`config.mk`:
```
export PLATFORM = sky130hd
export DESIGN_NAME = usb_token_rx_ctrl
export DESIGN_NICKNAME = d
export VERILOG_FILES = /design/src/rtl/usb_pkg.sv /design/src/rtl/usb_token_rx_ctrl.sv
export SDC_FILE = /design/constraint.sdc
export NUM_CORES = 1
export LEC_CHECK = 0
export CORE_ASPECT_RATIO = 0.8
export CORE_MARGIN = 1.5
export CORE_UTILIZATION = 50
export DETAILED_ROUTE_END_ITERATION = 10
export GPL_TIMING_DRIVEN = 1
export PLACE_DENSITY = 0.72
export SYNTH_ARGS = -nofsm -noshare
export SYNTH_HDL_FRONTEND = slang
export SYNTH_SLANG_ARGS = --single-unit
```
`constraint.sdc`:
```
create_clock -name clk -period 4.6 [get_ports clk]
set_clock_uncertainty 0.2 [all_clocks]
set_input_delay 0.69 -clock clk [delete_from_list [all_inputs] [get_ports clk]]
set_output_delay 0.69 -clock clk [all_outputs]
set_load 0.05 [all_outputs]
```
`src/rtl/usb_pkg.sv`:
```
// Shared USB definitions: token PID codes and the token receiver state type.
`timescale 1ns/1ps
package usb_pkg;

  localparam logic [3:0] PID_OUT   = 4'b0001;
  localparam logic [3:0] PID_IN    = 4'b1001;
  localparam logic [3:0] PID_SETUP = 4'b1101;
  localparam logic [3:0] PID_SOF   = 4'b0101;

  typedef enum logic [2:0] {
    StIdle,
    StPid,
    StField,
    StWaitEop,
    StErr
  } token_rx_state_e;

  // True when the byte carries a valid check nibble and one of the four token PIDs.
  function automatic logic pid_is_token(input logic [7:0] pid_byte);
    logic [3:0] code;
    code = pid_byte[3:0];
    return (code == ~pid_byte[7:4]) &&
           ((code == PID_OUT) || (code == PID_IN) || (code == PID_SETUP) || (code == PID_SOF));
  endfunction

endpackage

```
`src/rtl/usb_token_rx_ctrl.sv`:
```
// USB token packet receiver: validates the PID, steers the 16 field bits through an external
// CRC5 checker and reports a good or rejected token one cycle after the end of the packet.
`timescale 1ns/1ps
module usb_token_rx_ctrl
  import usb_pkg::*;
#(
  parameter int unsigned EOP_TIMEOUT = 32
) (
  input  logic       clk,
  input  logic       n_rst,
  input  logic       sop,
  input  logic       rx_bit,
  input  logic       bit_valid,
  input  logic       eop,
  input  logic       rx_err,
  input  logic       crc_pass,
  output logic       crc_clear,
  output logic       crc_shift_en,
  output logic       crc_serial,
  output logic [3:0] pid,
  output logic [6:0] addr,
  output logic [3:0] endp,
  output logic       token_valid,
  output logic       token_err,
  output logic       busy
);

  localparam int unsigned TmoW = $clog2(EOP_TIMEOUT + 1);
  localparam logic [TmoW-1:0] TmoLast = TmoW'(EOP_TIMEOUT - 1);

  token_rx_state_e state_q;
  logic [3:0]      bit_cnt_q;
  logic [7:0]      byte_q;
  logic [10:0]     field_q;
  logic [TmoW-1:0] tmo_q;
  logic [3:0]      pid_q;
  logic [6:0]      addr_q;
  logic [3:0]      endp_q;
  logic            token_valid_q;
  logic            token_err_q;

  logic [7:0] byte_next;
  logic       restart;

  assign byte_next = {rx_bit, byte_q[7:1]};
  assign restart   = sop && !rx_err;

  // The checker must see clear and shift in the same cycle as the triggering input.
  always_comb begin
    crc_clear    = 1'b0;
    crc_shift_en = 1'b0;
    if (state_q == StIdle) begin
      crc_clear = sop;
    end else begin
      crc_clear = restart;
    end
    crc_shift_en = (state_q == StField) && bit_valid && !rx_err && !sop && !eop;
  end

  assign crc_serial  = rx_bit;
  assign pid         = pid_q;
  assign addr        = addr_q;
  assign endp        = endp_q;
  assign token_valid = token_valid_q;
  assign token_err   = token_err_q;
  assign busy        = (state_q != StIdle);

  always_ff @(posedge clk or negedge n_rst) begin
    if (!n_rst) begin
      state_q       <= StIdle;
      bit_cnt_q     <= '0;
      byte_q        <= '0;
      field_q       <= '0;
      tmo_q         <= '0;
      pid_q         <= 4'h0;
      addr_q        <= 7'h00;
      endp_q        <= 4'h0;
      token_valid_q <= 1'b0;
      token_err_q   <= 1'b0;
    end else begin
      token_valid_q <= 1'b0;
      token_err_q   <= 1'b0;
      case (state_q)
        StIdle: begin
          if (sop) begin
            state_q   <= StPid;
            bit_cnt_q <= '0;
          end
        end
        StErr: begin
          // The error for this packet is already out; a fresh sop starts the next one.
          if (restart) begin
            state_q   <= StPid;
            bit_cnt_q <= '0;
          end else begin
            state_q <= StIdle;
          end
        end
        default: begin
          if (rx_err) begin
            state_q     <= StErr;
            token_err_q <= 1'b1;
          end else if (sop) begin
            state_q   <= StPid;
            bit_cnt_q <= '0;
          end else if (eop) begin
            if ((state_q == StWaitEop) && !bit_valid) begin
              state_q <= StIdle;
              if (crc_pass) begin
                token_valid_q <= 1'b1;
                pid_q         <= byte_q[3:0];
                addr_q        <= field_q[6:0];
                endp_q        <= field_q[10:7];
              end else begin
                token_err_q <= 1'b1;
              end
            end else begin
              state_q     <= StErr;
              token_err_q <= 1'b1;
            end
          end else if (state_q == StWaitEop) begin
            if (bit_valid || (tmo_q == TmoLast)) begin
              state_q     <= StErr;
              token_err_q <= 1'b1;
            end else begin
              tmo_q <= tmo_q + TmoW'(1);
            end
          end else if (bit_valid) begin
            bit_cnt_q <= bit_cnt_q + 4'd1;
            if (state_q == StPid) begin
              byte_q <= byte_next;
              if (bit_cnt_q == 4'd7) begin
                bit_cnt_q <= '0;
                if (pid_is_token(byte_next)) begin
                  state_q <= StField;
                end else begin
                  state_q     <= StErr;
                  token_err_q <= 1'b1;
                end
              end
            end else begin
              if (bit_cnt_q < 4'd11) begin
                field_q <= {rx_bit, field_q[10:1]};
              end
              if (bit_cnt_q == 4'd15) begin
                state_q <= StWaitEop;
                tmo_q   <= '0;
              end
            end
          end
        end
      endcase
    end
  end

endmodule
```
==> results of run 1 <==
[power by group]
group	switching (mW)	internal [mW]	total [mW]
clock network	0.136	0.106	0.241
registers	0.0548	0.471	0.525
logic	0.148	0.0968	0.245
total	0.338	0.673	1.01
[per-layer routing]
layer	up-vias	track usage (%)
met5	-	0
met4	0	9.21
met3	5	4.29
met2	29	28.8
met1	778	27.7
li1	791	-
[cell type report]
cell class | count | area, sq um | share of cell area (%)
multi-input combinational | 139 | 1030 | 38.1
tap | 60 | 75.1 | 2.76
clock inverter | 2 | 10.0 | 0.368
sequential | 49 | 1230 | 45.1
timing repair buffer | 29 | 283 | 10.4
clock buffer | 6 | 72.6 | 2.67
inverter | 4 | 15.0 | 0.553
[how the worst max path moves through the flow]
stage | cells after the start | endpoint | slack (ns)
after floorplan | 3 | crc_shift_en | 2.18
after global placement | 4 | crc_shift_en | 1.13
after detailed placement | 4 | crc_shift_en | 1.11
after CTS | 4 | crc_shift_en | 1.10
after global routing | 4 | crc_shift_en | 1.0
final | 4 | crc_shift_en | 1.10
[worst max-delay path: cells and delay by family]
kind | cells | cell delay (ns)
buffers and inverters | 2 | 1.43
and+or+nand+nor | 2 | 0.49
[through the flow]
step                power (mW)  area, sq um  utilization (%)  std cells
detailed placement       0.778         2630             58.0        281
CTS                       1.02         2720             59.8        289
global route              1.08         2720             59.8        289
global placement         0.771         2630             58.0        281
finish                    1.01         2720             59.8        289
floorplan                0.704         2330                -        202
[cells in the final DEF, fill, tap and decap left out, types with 2 or more instances in the layout]
| cell | n |
|---|---|
| sky130_fd_sc_hd__dfrtp_1 | 49 |
| sky130_fd_sc_hd__mux2_2 | 35 |
| sky130_fd_sc_hd__clkdlybuf4s50_1 | 27 |
| sky130_fd_sc_hd__nand2_1 | 15 |
| sky130_fd_sc_hd__o21ai_0 | 13 |
| sky130_fd_sc_hd__nor2_1 | 9 |
| sky130_fd_sc_hd__a21oi_1 | 7 |
| sky130_fd_sc_hd__nand3_1 | 7 |
| sky130_fd_sc_hd__and3_1 | 5 |
| sky130_fd_sc_hd__clkbuf_8 | 5 |
| sky130_fd_sc_hd__inv_1 | 4 |
| sky130_fd_sc_hd__nor3_1 | 4 |
| sky130_fd_sc_hd__nand3b_1 | 3 |
| sky130_fd_sc_hd__nand2b_1 | 3 |
| sky130_fd_sc_hd__o31ai_1 | 3 |
| sky130_fd_sc_hd__nand4_1 | 3 |
| sky130_fd_sc_hd__nor4_1 | 2 |
| sky130_fd_sc_hd__nor3b_1 | 2 |
| sky130_fd_sc_hd__and3b_1 | 2 |
| sky130_fd_sc_hd__a31oi_1 | 2 |
| sky130_fd_sc_hd__a2111oi_0 | 2 |
| sky130_fd_sc_hd__o221ai_1 | 2 |
| sky130_fd_sc_hd__a32oi_1 | 2 |
| sky130_fd_sc_hd__or3_1 | 2 |
| sky130_fd_sc_hd__o21a_1 | 2 |
| sky130_fd_sc_hd__ha_1 | 2 |
| sky130_fd_sc_hd__clkinv_2 | 2 |
[registers in the layout (all words and copies together) (netlist names)]
name         cells
addr             7
bit_cnt_q        4
byte_q           8
endp             4
field_q         11
pid              4
state_q          3
tmo_q            6
token_err        1
token_valid      1
[logic make-up (layout without fill, tap and decap cells)]
| family | Yosys count | count (layout) | share of synthesized area, % |
|---|---|---|---|
| compound gates | 39 | 39 | 11.3 |
| fa+ha+maj | 2 | 2 | 1.07 |
| buf+inv | 14 | 41 | 3.06 |
| mux | 35 | 35 | 16.9 |
| flops | 49 | 49 | 52.6 |
| xor+xnor | 2 | 2 | 0.751 |
| simple gates | 61 | 61 | 14.3 |
==> flow_summary.html, run 1 <==
<table>
<tr><th>Metric</th><th>Value</th></tr>
<tr><th colspan="2">Outcome</th></tr>
<tr><td>Outcome</td><td>completed</td></tr>
<tr><th colspan="2">Logic synthesis</th></tr>
<tr><td>Main flop type after synthesis</td><td>sky130_fd_sc_hd__dfrtp_1</td></tr>
<tr><td>Portion of the post-synthesis area used by sequential elements</td><td>between 50% and 60%</td></tr>
<tr><td>Syn nets</td><td>212</td></tr>
<tr><td>Average cell area after synthesis</td><td>roughly 12 sq um</td></tr>
<tr><td>Share of flip-flops with an asynchronous set or reset after synthesis</td><td>100%</td></tr>
<tr><td>Most common cell in the netlist</td><td>sky130_fd_sc_hd__dfrtp_1</td></tr>
<tr><td>Cell type with the largest total area after synthesis</td><td>sky130_fd_sc_hd__dfrtp_1</td></tr>
<tr><td>Register bit total from synthesis</td><td>between 40 and 50</td></tr>
<tr><td>Leading post-synthesis cells by cell area</td><td>sky130_fd_sc_hd__dfrtp_1, sky130_fd_sc_hd__mux2_2, sky130_fd_sc_hd__o21ai_0, sky130_fd_sc_hd__nand2_1, sky130_fd_sc_hd__a21oi_1</td></tr>
<tr><td>Count of different cell masters after synthesis</td><td>40</td></tr>
<tr><td>Top post-synthesis cells by count</td><td>sky130_fd_sc_hd__dfrtp_1, sky130_fd_sc_hd__mux2_2, sky130_fd_sc_hd__nand2_1</td></tr>
<tr><td>Mapped Area</td><td>~0.0023 sq mm</td></tr>
<tr><td>Mapped Cells</td><td>202</td></tr>
<tr><td>Number of flops mapped to enable cells by yosys</td><td>0</td></tr>
<tr><td>Post-synth top area share</td><td>between 50 and 60%</td></tr>
<tr><td>Warning count from the yosys run</td><td>0</td></tr>
<tr><th colspan="2">Routing</th></tr>
<tr><td>Wire length on met1</td><td>approximately 2200 microns</td></tr>
<tr><td>Total DRC errors in the routed layout</td><td>0</td></tr>
<tr><td>Initial detailed-routing violation count</td><td>between 90 and 100</td></tr>
<tr><td>DRT antenna net count</td><td>0</td></tr>
<tr><td>Highest metal layer with signal wires</td><td>met4</td></tr>
<tr><td>Final routed wirelength across all metal layers</td><td>about 4300 microns</td></tr>
<tr><td>Wire length per cell after detailed routing</td><td>14.9 microns</td></tr>
<tr><td>Metal3 WL</td><td>179 microns</td></tr>
<tr><td>Detailed Routing Iterations Pass 1</td><td>6</td></tr>
<tr><td>Routed vias/inst</td><td>around 5.5</td></tr>
<tr><td>Via count</td><td>between 1500 and 2000</td></tr>
<tr><td>Routed wl met2</td><td>1850 microns</td></tr>
<tr><th colspan="2">Floorplanning</th></tr>
<tr><td>Initial core utilization</td><td>51.3%</td></tr>
<tr><td>I/O pin total</td><td>29</td></tr>
<tr><td>Vertical die dimension</td><td>64.1 microns</td></tr>
<tr><td>Area enclosed by the die boundary</td><td>roughly 0.0051 sq mm</td></tr>
<tr><td>Floorplan Core Area</td><td>0.00454 sq mm</td></tr>
<tr><td>Die W</td><td>around 80 microns</td></tr>
<tr><td>Standard-cell rows</td><td>22</td></tr>
<tr><th colspan="2">Clocking</th></tr>
<tr><td>Total clock sinks</td><td>slightly below 50</td></tr>
<tr><td>CTS max path bufs</td><td>2</td></tr>
<tr><td>Number of buffers added for setup after CTS</td><td>0</td></tr>
<tr><td>TritonCTS clock tree</td><td>built</td></tr>
<tr><td>Clock edge transition at the registers on the reported setup and hold paths</td><td>roughly 0.080 ns</td></tr>
<tr><td>Post-CTS Hold Buffers</td><td>0</td></tr>
<tr><td>Root buffer cell</td><td>sky130_fd_sc_hd__clkbuf_8</td></tr>
<tr><td>Post-cts resize count</td><td>0</td></tr>
<tr><td>Number of H-tree levels</td><td>2</td></tr>
<tr><td>CTS Buf Count</td><td>5</td></tr>
<tr><td>Clock latency reported for the late side of the worst-skew pair</td><td>~0.3 ns</td></tr>
<tr><th colspan="2">Setup path</th></tr>
<tr><td>Critical Setup Path Class</td><td>input port to primary output</td></tr>
<tr><td>Kind of launch point of the worst setup path</td><td>input port</td></tr>
<tr><td>Most Frequent Cell on Critical Path</td><td>sky130_fd_sc_hd__clkdlybuf4s50_1</td></tr>
<tr><td>Terminus of the critical flop-to-flop path</td><td>field_q[2]$_DFFE_PN0P_</td></tr>
<tr><td>Critical Path Fanout Max</td><td>14</td></tr>
<tr><td>Worst setup path start</td><td>sop</td></tr>
<tr><td>Req. time, crit path</td><td>~3.7 ns</td></tr>
<tr><td>Slack of the worst reg-to-reg path</td><td>about 2.1 ns</td></tr>
<tr><td>Slowest library cell on the worst path</td><td>sky130_fd_sc_hd__clkdlybuf4s50_1</td></tr>
<tr><td>Beginning of the worst register-to-register path</td><td>state_q[1]$_DFFE_PN0P_</td></tr>
<tr><td>Crit-path cells</td><td>clkdlybuf4s50_1 &gt; nor4_1 &gt; and3_1 &gt; clkdlybuf4s50_1</td></tr>
<tr><td>Biggest cell delay along the critical path</td><td>just under 0.8 ns</td></tr>
<tr><td>Cells on worst reg2reg path</td><td>4</td></tr>
<tr><td>Worst path arrival time</td><td>between 2 and 3 ns</td></tr>
<tr><td>Crit end category</td><td>primary output</td></tr>
<tr><th colspan="2">Worst hold path</th></tr>
<tr><td>Hold Path Sink</td><td>addr[5]$_DFFE_PN0P_</td></tr>
<tr><td>Classification of the worst-slack hold path</td><td>flip-flop to flip-flop</td></tr>
<tr><td>Hold Path Stages</td><td>1</td></tr>
<tr><td>Worst hold start</td><td>addr[5]$_DFFE_PN0P_</td></tr>
<tr><th colspan="2">Timing</th></tr>
<tr><td>Sum Neg Setup Slack</td><td>0 ns</td></tr>
<tr><td>Headroom to the max-slew limit</td><td>just under 30%</td></tr>
<tr><td>Worst hold slack across all endpoints</td><td>approximately 0.31 ns</td></tr>
<tr><td>Hold Violations, Final</td><td>0</td></tr>
<tr><td>Unrepaired setup endpoints after global routing</td><td>false</td></tr>
<tr><td>Post-layout minimum cycle time</td><td>around 3.5 ns</td></tr>
<tr><td>Final setup violating endpoints</td><td>0</td></tr>
<tr><td>Share of the clock period used by the worst path after layout</td><td>roughly three quarters</td></tr>
<tr><td>Final setup slack of the worst path</td><td>about 1.1 ns</td></tr>
<tr><td>Number of slew-limit violations in the final report</td><td>0</td></tr>
<tr><td>Max Clock Freq</td><td>~0.29 GHz</td></tr>
<tr><td>Transition at the pin with the smallest max-transition slack</td><td>around 1.1 ns</td></tr>
<tr><th colspan="2">GRT</th></tr>
<tr><td>Maximum number of pins on one net before global-route repair</td><td>50</td></tr>
<tr><td>GR Util All Layers</td><td>19.6%</td></tr>
<tr><td>Total grt overflow</td><td>0</td></tr>
<tr><td>Number of antenna violations at the first check in global routing</td><td>0</td></tr>
<tr><td>Vias in the first global route</td><td>1629</td></tr>
<tr><td>First-pass GRT wire length</td><td>about 7500 microns</td></tr>
<tr><th colspan="2">Power and ir drop</th></tr>
<tr><td>Leakage dissipation</td><td>roughly 1.2 nW</td></tr>
<tr><td>Highest ir drop seen on vdd</td><td>between 0.3 and 0.4 mV</td></tr>
<tr><td>Pwr Density</td><td>372 mW/mm^2</td></tr>
<tr><th colspan="2">Cells and area</th></tr>
<tr><td>Number of antenna repair diodes</td><td>0</td></tr>
<tr><td>Layout fillers</td><td>~390</td></tr>
<tr><td>Fraction of layout cells with a size suffix above 1</td><td>about a fifth</td></tr>
<tr><td>Relative area change from synthesis to final layout</td><td>16.5%</td></tr>
<tr><td>Number of nets in the layout</td><td>~240</td></tr>
<tr><th colspan="2">Placed design</th></tr>
<tr><td>Gp weighted congestion</td><td>0.884</td></tr>
<tr><td>HPWL after DPL</td><td>roughly 3000 microns</td></tr>
<tr><td>Port Buffers</td><td>28</td></tr>
<tr><td>Post-Place Setup Slack</td><td>roughly 1.1 ns</td></tr>
<tr><th colspan="2">Run</th></tr>
<tr><td>MaxCap Viol Count</td><td>0</td></tr>
</table>
Note: power is estimated with default switching activity, not from simulation.
==> inputs of run 2 (changes only) <==
--- a/config.mk
+++ b/config.mk
@@ -7,10 +7,10 @@
 export LEC_CHECK = 0
 export CORE_ASPECT_RATIO = 0.8
 export CORE_MARGIN = 1.5
-export CORE_UTILIZATION = 50
+export CORE_UTILIZATION = 49
 export DETAILED_ROUTE_END_ITERATION = 10
 export GPL_TIMING_DRIVEN = 1
-export PLACE_DENSITY = 0.72
+export PLACE_DENSITY = 0.74
 export SYNTH_ARGS = -nofsm -noshare
 export SYNTH_HDL_FRONTEND = slang
 export SYNTH_SLANG_ARGS = --single-unit
==> constraint.sdc (replaced) <==
create_clock -name clk -period 3 [get_ports clk]
set_clock_uncertainty 0.2 [all_clocks]
set_input_delay 0.45 -clock clk [delete_from_list [all_inputs] [get_ports clk]]
set_output_delay 0.45 -clock clk [all_outputs]
set_load 0.05 [all_outputs]
==> run 2 against run 1 <==
Net effect: non-clock buffer count increased by 7; clock power increased by 95%; global-route usage decreased by 1.2 points; register-to-register slack got worse by 1.5 ns; routed wire length increased by 2.3%; critical path depth decreased by 1; hold slack improved by 0.0034 ns; first-iteration DRC count increased by 19%; sequential power increased by 48%; via count increased by 4.8%; critical path type is now flip-flop to primary output.
==> flow_summary.html, run 2 (synthesis gave the netlist of run 1 again) <==
<table>
<tr><th>Metric</th><th>Value</th></tr>
<tr><th colspan="2">Outcome</th></tr>
<tr><td>Outcome</td><td>completed</td></tr>
<tr><th colspan="2">Placed design</th></tr>
<tr><td>Placed Area</td><td>0.00269 sq mm (+2.0%)</td></tr>
<tr><td>Gp weighted congestion</td><td>0.936 (+5.9%)</td></tr>
<tr><td>Port Buffers</td><td>28 (unchanged)</td></tr>
<tr><td>HPWL after DPL</td><td>3090 microns (+2.0%)</td></tr>
<tr><th colspan="2">Cells and area</th></tr>
<tr><td>Max FFs per register</td><td>11 (unchanged)</td></tr>
<tr><td>Finished Cell Area</td><td>0.00281 sq mm (+3.4%)</td></tr>
<tr><td>Fraction of layout cells with a size suffix above 1</td><td>23.7% (+3.2 points)</td></tr>
<tr><td>Final cell utilization of the core</td><td>61.5% (+1.7 points)</td></tr>
<tr><td>Most common library cell in the layout ignoring fill and taps</td><td>sky130_fd_sc_hd__dfrtp_1</td></tr>
<tr><td>Number of antenna repair diodes</td><td>0 (unchanged)</td></tr>
<tr><td>Biggest register</td><td>field_q</td></tr>
<tr><td>Most frequent cells in the layout</td><td>sky130_fd_sc_hd__dfrtp_1, sky130_fd_sc_hd__mux2_2, sky130_fd_sc_hd__clkdlybuf4s50_1</td></tr>
<tr><td>Number of nets in the layout</td><td>245 (+2.9%)</td></tr>
<tr><td>Relative area change from synthesis to final layout</td><td>20.4%</td></tr>
<tr><th colspan="2">Routing</th></tr>
<tr><td>DRT antenna net count</td><td>0 (unchanged)</td></tr>
<tr><td>Total DRC errors in the routed layout</td><td>0 (unchanged)</td></tr>
<tr><td>Wire length per cell after detailed routing</td><td>14.9 microns (about the same)</td></tr>
<tr><td>Initial detailed-routing violation count</td><td>108 (+19%)</td></tr>
<tr><td>Routed vias/inst</td><td>5.68 (+2.3%)</td></tr>
<tr><td>Via count</td><td>1680 (+4.8%)</td></tr>
<tr><td>Detailed Routing Iterations Pass 1</td><td>4 (-2)</td></tr>
<tr><td>Final routed wirelength across all metal layers</td><td>4400 microns (+2.3%)</td></tr>
<tr><th colspan="2">Run</th></tr>
<tr><td>MaxCap Viol Count</td><td>0 (unchanged)</td></tr>
<tr><th colspan="2">Worst hold path</th></tr>
<tr><td>Classification of the worst-slack hold path</td><td>flip-flop to flip-flop</td></tr>
<tr><td>Worst hold start</td><td>pid[0]$_DFFE_PN0P_</td></tr>
<tr><td>Hold Path Stages</td><td>1 (unchanged)</td></tr>
<tr><td>Hold Path Sink</td><td>pid[0]$_DFFE_PN0P_</td></tr>
<tr><th colspan="2">Setup path</th></tr>
<tr><td>Beginning of the worst register-to-register path</td><td>tmo_q[0]$_DFFE_PN0P_</td></tr>
<tr><td>Cells on worst reg2reg path</td><td>6 (+2)</td></tr>
<tr><td>Req. time, crit path</td><td>2.35 ns (-1.36 ns)</td></tr>
<tr><td>Crit end category</td><td>primary output</td></tr>
<tr><td>Critical Path Fanout Max</td><td>6 (-8)</td></tr>
<tr><td>Worst path arrival time</td><td>2.00 ns (-0.61 ns)</td></tr>
<tr><td>Slack of the worst reg-to-reg path</td><td>0.64 ns (-1.46 ns)</td></tr>
<tr><td>Terminus of the critical flop-to-flop path</td><td>state_q[1]$_DFFE_PN0P_</td></tr>
<tr><td>Kind of launch point of the worst setup path</td><td>flip-flop</td></tr>
<tr><td>Critical Setup Path Class</td><td>flip-flop to primary output</td></tr>
<tr><th colspan="2">Clocking</th></tr>
<tr><td>Post-cts resize count</td><td>0 (unchanged)</td></tr>
<tr><td>Number of H-tree levels</td><td>2 (unchanged)</td></tr>
<tr><td>CTS Buf Count</td><td>5 (unchanged)</td></tr>
<tr><td>Clock latency reported for the late side of the worst-skew pair</td><td>0.30 ns (about the same)</td></tr>
<tr><td>Root buffer cell</td><td>sky130_fd_sc_hd__clkbuf_8</td></tr>
<tr><td>TritonCTS clock tree</td><td>built</td></tr>
<tr><td>Clock edge transition at the registers on the reported setup and hold paths</td><td>0.09 ns (about the same)</td></tr>
<tr><td>Total clock sinks</td><td>49 (unchanged)</td></tr>
<tr><td>CTS max path bufs</td><td>2 (unchanged)</td></tr>
<tr><th colspan="2">Timing</th></tr>
<tr><td>Transition at the pin with the smallest max-transition slack</td><td>0.523 ns (-0.530 ns)</td></tr>
<tr><td>Final setup violating endpoints</td><td>0 (unchanged)</td></tr>
<tr><td>Max Clock Freq</td><td>0.377 GHz</td></tr>
<tr><td>Post-layout minimum cycle time</td><td>2.65 ns</td></tr>
<tr><td>Hold Violations, Final</td><td>0 (unchanged)</td></tr>
<tr><td>Share of the clock period used by the worst path after layout</td><td>around 88%</td></tr>
<tr><td>Sum Neg Setup Slack</td><td>0 ns (unchanged)</td></tr>
<tr><td>Number of slew-limit violations in the final report</td><td>0 (unchanged)</td></tr>
<tr><td>Unrepaired setup endpoints after global routing</td><td>false</td></tr>
<tr><td>Headroom to the max-slew limit</td><td>65.0% (+35 points)</td></tr>
<tr><th colspan="2">GRT</th></tr>
<tr><td>Vias in the first global route</td><td>1593 (-2.2%)</td></tr>
<tr><td>Maximum number of pins on one net before global-route repair</td><td>30 (-40%)</td></tr>
<tr><td>GR Util All Layers</td><td>18.4% (-1.2 points)</td></tr>
<tr><td>Total grt overflow</td><td>0 (unchanged)</td></tr>
<tr><td>Number of antenna violations at the first check in global routing</td><td>0 (unchanged)</td></tr>
<tr><td>First-pass GRT wire length</td><td>7330 microns (-2.6%)</td></tr>
<tr><th colspan="2">Power and ir drop</th></tr>
<tr><td>Leakage dissipation</td><td>1.29 nW (+4.3%)</td></tr>
<tr><td>Highest ir drop seen on vdd</td><td>0.327 mV (+8.8%)</td></tr>
<tr><td>Pwr Density</td><td>592 mW/mm^2 (+59%)</td></tr>
<tr><th colspan="2">Floorplanning</th></tr>
<tr><td>Area enclosed by the die boundary</td><td>0.00519 sq mm (+2.0%)</td></tr>
<tr><td>Standard-cell rows</td><td>22 (unchanged)</td></tr>
<tr><td>Floorplan Core Area</td><td>0.00457 sq mm (+0.61%)</td></tr>
<tr><td>I/O pin total</td><td>29 (unchanged)</td></tr>
<tr><td>Die W</td><td>80.1 microns (+0.98%)</td></tr>
<tr><td>Vertical die dimension</td><td>64.7 microns (+0.97%)</td></tr>
<tr><td>Initial core utilization</td><td>51.0% (-0.31 points)</td></tr>
</table>
[run 2: where the power goes]
group / internal (mW) / total (mW) / switching [mW]
registers: 0.722 / 0.779 / 0.0568
logic: 0.162 / 0.416 / 0.254
clock network: 0.250 / 0.469 / 0.219
total: 1.13 / 1.66 / 0.530
[run 2: final cells by class]
class / count / area [sq um]
fillers: 400 / 1760
flip-flops and latches: 49 / 1230
multi-input cells: 139 / 1030
repair buffers: 36 / 345
well taps: 60 / 75.1
clock buffers: 5 / 68.8
clock inverters: 3 / 43.8
inverters: 4 / 15.0
[run 2: worst max-delay path by stage]
stage	start	end
6_report	state_q[0]$_DFFE_PN0P_	busy
3_3_place_gp	bit_valid	addr[5]$_DFFE_PN0P_
3_5_place_dp	bit_valid	addr[0]$_DFFE_PN0P_
5_1_grt	state_q[0]$_DFFE_PN0P_	busy
4_1_cts	state_q[0]$_DFFE_PN0P_	busy
2_1_floorplan	bit_valid	addr[0]$_DFFE_PN0P_
[run 2: timing repair]
action / in CTS / in global routing
endpoints found under the setup margin: 0 / 0
hold buffers: 1 / 0
endpoints found under the hold margin: 20 / 0
buffers inserted: 0 / 0
[run 2: metrics by stage]
step / std cells / hold WS, ns / power (mW) / setup slack, ns
after CTS: 296 / 0.317 / 1.67 / 0.315
final: 296 / 0.312 / 1.66 / 0.349
after global routing: 296 / 0.327 / 1.76 / 0.221
after floorplan: 202 / -0.0456 / 1.08 / 0.909
after global placement: 287 / 0.241 / 1.20 / 0.445
after detailed placement: 287 / 0.242 / 1.21 / 0.413
[run 2: per-layer routing]
layer	wire, microns	vias to the layer above	GRT usage, %
li1	-	801	-
met1	2110	829	25.1
met2	1990	44	27.7
met3	219	6	4.65
met4	76	0	8.19
met5	0	-	0
[run 2: critical path, stage by stage, from the launching register on]
cell and delay (ns):
sky130_fd_sc_hd__dfrtp_1 0.39, sky130_fd_sc_hd__nor2_1 0.43, sky130_fd_sc_hd__nand2_1 0.16, sky130_fd_sc_hd__clkdlybuf4s50_1 0.73
